File: src/rtl/training_sequencer.sv
// Training scheduler: per sample, forward layers 0..LAYER_MAX-1, then backprop top-down, for N epochs.
// Optional per-phase watchdog enabled by defining TRAIN_WATCHDOG_EN.
module training_sequencer #(
  parameter int LAYER_ADDR_WIDTH = 2,
  parameter int LAYER_MAX        = 3,
  parameter int SAMPLE_ADDR_SIZE = 10,
  parameter int SAMPLE_COUNT     = 1000,
  parameter int EPOCH_WIDTH      = 16,
  parameter int TIMEOUT_CYCLES   = 4096
) (
  input  logic                        clk,
  input  logic                        rst,
  input  logic                        run,
  input  logic                        abort,
  input  logic [EPOCH_WIDTH-1:0]      epochs,
  output logic                        fwd_start,
  output logic [LAYER_ADDR_WIDTH-1:0] fwd_layer,
  output logic [SAMPLE_ADDR_SIZE-1:0] fwd_sample,
  input  logic                        fwd_valid,
  output logic                        bp_start,
  output logic [LAYER_ADDR_WIDTH-1:0] bp_layer,
  output logic [SAMPLE_ADDR_SIZE-1:0] bp_sample,
  input  logic                        bp_valid,
  input  logic                        bp_error,
  output logic                        busy,
  output logic                        done,
  output logic                        fault,
  output logic [EPOCH_WIDTH-1:0]      epoch_cnt
);

  localparam logic [2:0] IDLE     = 3'd0;
  localparam logic [2:0] FWD_GO   = 3'd1;
  localparam logic [2:0] FWD_WAIT = 3'd2;
  localparam logic [2:0] BP_GO    = 3'd3;
  localparam logic [2:0] BP_WAIT  = 3'd4;
  localparam logic [2:0] NEXT     = 3'd5;
  localparam logic [2:0] DONE     = 3'd6;
  localparam logic [2:0] FAULT    = 3'd7;

  localparam logic [LAYER_ADDR_WIDTH-1:0] LAST_LAYER  = LAYER_ADDR_WIDTH'(LAYER_MAX - 1);
  localparam logic [SAMPLE_ADDR_SIZE-1:0] LAST_SAMPLE = SAMPLE_ADDR_SIZE'(SAMPLE_COUNT - 1);

  logic [2:0]                  state;
  logic [LAYER_ADDR_WIDTH-1:0] layer;
  logic [SAMPLE_ADDR_SIZE-1:0] sample;
  logic [EPOCH_WIDTH-1:0]      epochs_lat;
  logic                        abort_req;
  logic                        wd_expired;

  assign fwd_layer  = layer;
  assign bp_layer   = layer;
  assign fwd_sample = sample;
  assign bp_sample  = sample;
  assign busy       = (state != IDLE) && (state != DONE) && (state != FAULT);

`ifdef TRAIN_WATCHDOG_EN
  localparam int WD_W = $clog2(TIMEOUT_CYCLES + 1);
  logic [WD_W-1:0] wd_cnt;

  // Every WAIT state is entered from a GO state, so the count restarts at zero per phase.
  always_ff @(posedge clk) begin
    if (rst)
      wd_cnt <= '0;
    else if (state == FWD_WAIT || state == BP_WAIT)
      wd_cnt <= wd_cnt + WD_W'(1);
    else
      wd_cnt <= '0;
  end

  assign wd_expired = (wd_cnt == WD_W'(TIMEOUT_CYCLES - 1));
`else
  assign wd_expired = 1'b0;
`endif

  always_ff @(posedge clk) begin
    if (rst) begin
      state      <= IDLE;
      layer      <= '0;
      sample     <= '0;
      epochs_lat <= '0;
      epoch_cnt  <= '0;
      abort_req  <= 1'b0;
      fwd_start  <= 1'b0;
      bp_start   <= 1'b0;
      done       <= 1'b0;
      fault      <= 1'b0;
    end else begin
      fwd_start <= 1'b0;
      bp_start  <= 1'b0;
      done      <= 1'b0;
      if (abort && busy)
        abort_req <= 1'b1;

      case (state)
        IDLE, FAULT: begin
          if (run) begin
            epochs_lat <= epochs;
            fault      <= 1'b0;
            epoch_cnt  <= '0;
            sample     <= '0;
            layer      <= '0;
            abort_req  <= 1'b0;
            state      <= (epochs == '0) ? DONE : FWD_GO;
          end
        end

        // Abort is only honoured here, so a layer that has started always completes.
        FWD_GO: begin
          if (abort_req || abort) begin
            state <= DONE;
          end else begin
            fwd_start <= 1'b1;
            state     <= FWD_WAIT;
          end
        end

        FWD_WAIT: begin
          if (fwd_valid) begin
            if (layer == LAST_LAYER) begin
              state <= BP_GO;
            end else begin
              layer <= layer + LAYER_ADDR_WIDTH'(1);
              state <= FWD_GO;
            end
          end else if (wd_expired) begin
            fault <= 1'b1;
            state <= FAULT;
          end
        end

        BP_GO: begin
          if (abort_req || abort) begin
            state <= DONE;
          end else begin
            bp_start <= 1'b1;
            state    <= BP_WAIT;
          end
        end

        BP_WAIT: begin
          if (bp_error) begin
            fault <= 1'b1;
            state <= FAULT;
          end else if (bp_valid) begin
            if (layer == '0) begin
              state <= NEXT;
            end else begin
              layer <= layer - LAYER_ADDR_WIDTH'(1);
              state <= BP_GO;
            end
          end else if (wd_expired) begin
            fault <= 1'b1;
            state <= FAULT;
          end
        end

        // Sample wrap closes an epoch; the epoch limit is only tested at that point.
        NEXT: begin
          layer <= '0;
          if (sample == LAST_SAMPLE) begin
            sample    <= '0;
            epoch_cnt <= epoch_cnt + EPOCH_WIDTH'(1);
            if (epoch_cnt + EPOCH_WIDTH'(1) == epochs_lat)
              state <= DONE;
            else
              state <= FWD_GO;
          end else begin
            sample <= sample + SAMPLE_ADDR_SIZE'(1);
            state  <= FWD_GO;
          end
        end

        DONE: begin
          done      <= 1'b1;
          abort_req <= 1'b0;
          state     <= IDLE;
        end

        default: state <= IDLE;
      endcase
    end
  end

endmodule

File: config.mk
export PLATFORM = sky130hd
export DESIGN_NAME = training_sequencer
export DESIGN_NICKNAME = d
export VERILOG_FILES = /design/src/rtl/training_sequencer.sv
export SDC_FILE = /design/constraint.sdc
export NUM_CORES = 1
export LEC_CHECK = 0
export BUFFER_PORTS_ARGS = -buffer_cell sky130_fd_sc_hd__buf_2
export CAP_MARGIN = 20
export CORE_MARGIN = 2
export CORE_UTILIZATION = 48
export CTS_BUF_LIST = sky130_fd_sc_hd__clkbuf_8
export DETAILED_ROUTE_END_ITERATION = 16
export PLACE_DENSITY = 0.73
export SLEW_MARGIN = 25
export SYNTH_ARGS = -nofsm -noshare
export SYNTH_HDL_FRONTEND = slang
export SYNTH_SLANG_ARGS = --single-unit
File: constraint.sdc
create_clock -name clk -period 5.3 [get_ports clk]
set_input_delay 1.06 -clock clk [delete_from_list [all_inputs] [get_ports clk]]
set_output_delay 1.06 -clock clk [all_outputs]
set_load 0.01 [all_outputs]
==> Yosys cells after proc, flatten, opt, wreduce, memory -nomap -nowiden <==
Index checks and enable logic that the tools add are counted.
{ "word_totals": {"reg_bits": 52, "elab_cells": 90, "out_inout_bits": 45} }
{ "op_classes": {"eq_ne": 21, "addsub": 4, "n_reduce_logical": 20, "n_mux": 33, "bitwise": 2} }
{ "ops": {"columns": ["op", "count"], "rows": [
  ["$mux W16", 2],
  ["$pmux W16 S2", 1],
  ["$mux W3", 9],
  ["$pmux W3 S7", 1],
  ["$mux W10", 2],
  ["$pmux W10 S2", 1],
  ["$add A16 B1 Y16 const B", 1],
  ["$eq A16 B16 Y1", 1],
  ["$logic_not A16 Y1", 1],
  ["$mux W2", 8],
  ["$ne A2 B2 Y1 const B", 8],
  ["$eq A3 B3 Y1 const B", 4],
  ["$add A10 B1 Y10 const B", 1],
  ["$eq A10 B10 Y1 const B", 1],
  ["$ne A3 B3 Y1 const B", 3],
  ["$reduce_and A3 Y1", 3],
  ["$pmux W2 S4", 1],
  ["$reduce_and A7 Y1", 1],
  ["$eq A3 B2 Y1 const B", 2],
  ["$mux W1", 6],
  ["$reduce_or A2 Y1", 3],
  ["$pmux W1 S2", 2],
  ["$reduce_and A2 Y1", 2],
  ["$reduce_bool A2 Y1", 2],
  ["other kinds (11)", 14]
]} }

==> Depth between registers and ports, before layout <==
{ "depth": {"word_depth": 7, "depth_mapped": 8, "ltp_nobuf": 7} }

==> Least setup slack after synthesis <==
OpenSTA, ideal clock, no wires.
{ "synth_path": {"kind": "input -> register", "from": "input port run", "to": "register state[1]", "setup_ns": 0.134, "arrival_ns": 2.121, "path_slack_ns": 3.045, "required_ns": 5.166, "stages": 6, "path_buffers": 0, "cell_sequence": "and4b_1 a21oi_1 a21boi_0 and2_1 o21a_1 a211oi_2"} }
{ "synth_between": {"elab_chain_len": 2} }
{ "synth_rtl": {"columns": ["element", "line_no", "rtl"], "rows": [
  ["start: declaration", "13", "input logic run,"],
  ["$ne A2 B2 Y1 (no source line)", null, null],
  ["$reduce_and A3 Y1 (no source line)", null, null],
  ["end signal: assignment", "103", "state <= (epochs == '0) ? DONE : FWD_GO;"],
  ["end: declaration", "43", "logic [2:0] state;"]
]} }
No other way between the ends.
A chain may end at the register's enable or synchronous reset.

==> Worst setup path after layout <==
{ "layout_path": {"from": "register state[1]", "to": "register epoch_cnt[9]"} }
{ "layout_between": {"elab_chain_len": 4, "word_cells_on_any_way": 9, "cone_classes": "eq/ne (4); mux (1); reduce/logical (4)"} }
{ "layout_rtl": {"columns": ["element", "line_no", "rtl"], "rows": [
  ["$eq A3 B3 Y1 / $logic_not A3 Y1 (equally long branches)", "94", "case (state)"],
  ["$reduce_or A2 Y1", "94", null],
  ["$ne A2 B2 Y1 (no source line) / $reduce_bool A2 Y1 (equally long branches)", null, null],
  ["$reduce_and A3 Y1 (no source line)", null, null],
  ["end signal: assignment", "162", "epoch_cnt <= epoch_cnt + EPOCH_WIDTH'(1);"],
  ["end: declaration", "28", "output logic [EPOCH_WIDTH-1:0] epoch_cnt"]
]} }
Several ways; a longest one is shown, not always the timed one.

==> results_dict.tcl <==
set metrics [dict create \
    place_congestion 0.908 \
    clock-sinks 52 \
    period_share_pct 54.6 \
    final_antenna_net_count 0 \
    drive_above_1_share_pct 20.9 \
    die_h_um 85.4 \
    cts_hold_buf 0 \
    ios 68 \
    ctsHtreeMaxLevel 2 \
    rows 29 \
    leakagePower_nw 1.44 \
    holdCritPathClass "register to register" \
    wirelength_um 7940 \
    cts.repair.resized 0 \
    io_buffers 67 \
    yosysWarnings 0 \
    postLayoutCoreUtil_pct 55.6 \
    dr.pass1.iters 5 \
    cts_root_buf "clkbuf_8" \
    tritoncts "built" \
    clock_latency_ns 0.31 \
    critPathKind "register to register" \
    first_iter_violations 255 \
    gr-total-overflow 0 \
    critPathArrivalTime_ns 3.11 \
    powerDensity_nw_per_um2 310 \
    synth_edf_count 0 \
    fmax_mhz 346 \
    drc 0 \
    core_um2 6390 \
    hold_viol_final 0 \
    rsz0062_at_grt "false" \
    die_x_um 85.4 \
    startpoint_type "register" \
    place_area_um2 3420 \
    skew_ns 0.00874 \
    worst_pin_slew_ns 0.947 \
    ys.flop_type "dfxtp_1" \
    dp_hpwl_um 5680 \
    cts_buffer_depth 2 \
    grt_start_max_net_pins 53 \
    postSynthAreaPerCell_um2 7.74 \
    status "finished, final reports clean" \
    synth_seq_cells 52 \
    maxCapViolCount 0 \
    ys_types 54 \
    syn_inst 411 \
    vias_per_cell 5.85 \
    fin_nets 474 \
    vdd_drop_max_v 0.000182 \
    area_growth_syn_to_layout_pct 11.6 \
    fin_crit_ns 2.89 \
    end_kind "register" \
    wl_per_cell_um 15.1 \
    grt_pass1_wl_um 13400 \
    track_usage_pct 22.5 \
    synth_fp_nets 436 \
    seq_area_frac_synth_pct 32.7 \
    async_reset_ff_share_pct 0 \
    start_util_pct 49.8 \
    vias 3083 \
    worstPathRequired_ns 5.52 \
    worstPathMaxFanout 22 \
    postCtsSetupBuffers 0 \
    setup_violations 0 \
    drv_slew 0 \
    fin_setup_tns_ns 0 \
    diodes 0 \
    synth_area_um2 3180 \
    cts.clk_slew.worst_paths_ns 0.10 \
    die-area_um2 7290 \
    antenna_found_initial 0 \
    total_power_mw 1.10 \
    slew_headroom_pct 36.5 \
    numCtsBuffers 5 \
    final_cell_area_um2 3550 \
    grt_pass1_vias 2840 \
]
## synthesized netlist by cell type, types with 6 or more instances
cell type | n | area [µm²]
xnor2_1 | 14 | 123
nand3_1 | 9 | 45.0
buf_2 | 9 | 45.0
and3_1 | 6 | 37.5
nand2b_1 | 6 | 37.5
nor3_1 | 12 | 60.1
or3_1 | 7 | 43.8
dfxtp_1 | 52 | 1040
clkbuf_1 | 15 | 56.3
a21oi_1 | 44 | 220
xor2_1 | 9 | 78.8
inv_1 | 6 | 22.5
nor2_1 | 41 | 154
o21ai_0 | 22 | 110
buf_4 | 12 | 90.1
nor3b_1 | 6 | 45.0
nand2_1 | 59 | 221
a22oi_1 | 6 | 45.0
## through the flow
step / cells / setup WS, ns / hold WS, ns
after floorplan: 411 / 3.05 / 0.445
after global placement: 519 / 2.34 / 0.462
after detailed placement: 519 / 2.26 / 0.463
after CTS: 527 / 2.52 / 0.477
after global routing: 527 / 2.18 / 0.494
final: 527 / 2.41 / 0.472
## metal layers
layer / GRT usage [%] / vias to the layer above / wire [µm]
met5: 0 / - / 0
met4: 7.65 / 0 / 117
met3: 3.60 / 8 / 449
met2: 36.6 / 120 / 3710
met1: 30.3 / 1427 / 3660
li1: - / 1528 / -
## kinds of logic (layout without fill, tap and decap cells)
kind of cell / Yosys count / in the layout / share of synthesized area [%]
adder cells (fa/ha/maj): 2 / 2 / 0.787
multiplexers: 2 / 2 / 0.630
buffers and inverters: 43 / 82 / 6.85
flip-flops: 52 / 52 / 32.7
AND/OR/NAND/NOR: 182 / 182 / 31.4
XOR/XNOR: 24 / 24 / 7.08
AO/OA/AOI/OAI: 106 / 106 / 20.5
## placed cells by master (no fill, tap or decap), drive strengths merged, types with 4 or more instances in the layout
cell,instances
a21o,5
a21oi,44
a22oi,6
a311oi,5
and3,6
buf,68
clkbuf,6
dfxtp,52
inv,6
nand2,59
nand2b,6
nand3,11
nand4,8
nor2,41
nor3,13
nor3b,6
nor4,11
o21a,4
o21ai,24
or3,7
xnor2,14
xor2,9
## power breakdown
part	switching, mW	internal, mW
Clock	0.134	0.155
Sequential	0.0575	0.424
Combinational	0.197	0.132
Total	0.388	0.711
## state kept, by name (all words and copies together), names as in the netlist
register	count
done	1
bp_start	1
state	3
bp_sample	10
fault	1
bp_layer	2
epochs_lat	16
fwd_start	1
epoch_cnt	16
abort_req	1
## worst max-delay path, stage by stage (launching register included)
cell,delay [ns]
dfxtp_1,0.72
and3_1,0.27
o21a_1,0.61
o21ai_1,0.51
nor2_1,0.30
a31oi_1,0.12
a311oi_1,0.26
## path summary, 6_finish.rpt
kind	startpoint	endpoint	slack [ns]	depth (start not counted)
worst min-delay path	epochs_lat[0]	epochs_lat[0]	0.47	2
worst max-delay path	state[1]	epoch_cnt[9]	2.41	6
worst min register to register	epochs_lat[0]	epochs_lat[0]	0.47	2
worst max register to register	state[1]	epoch_cnt[9]	2.41	6
## final cells by class
cell class / count / area [µm²]
fill: 623 / 2840
multi-input combinational: 316 / 1920
sequential: 52 / 1040
timing repair buffer: 68 / 343
tap: 77 / 96.3
clock buffer: 6 / 82.6
clock inverter: 2 / 38.8
inverter: 6 / 22.5
Power figures use the tool's default switching activity.
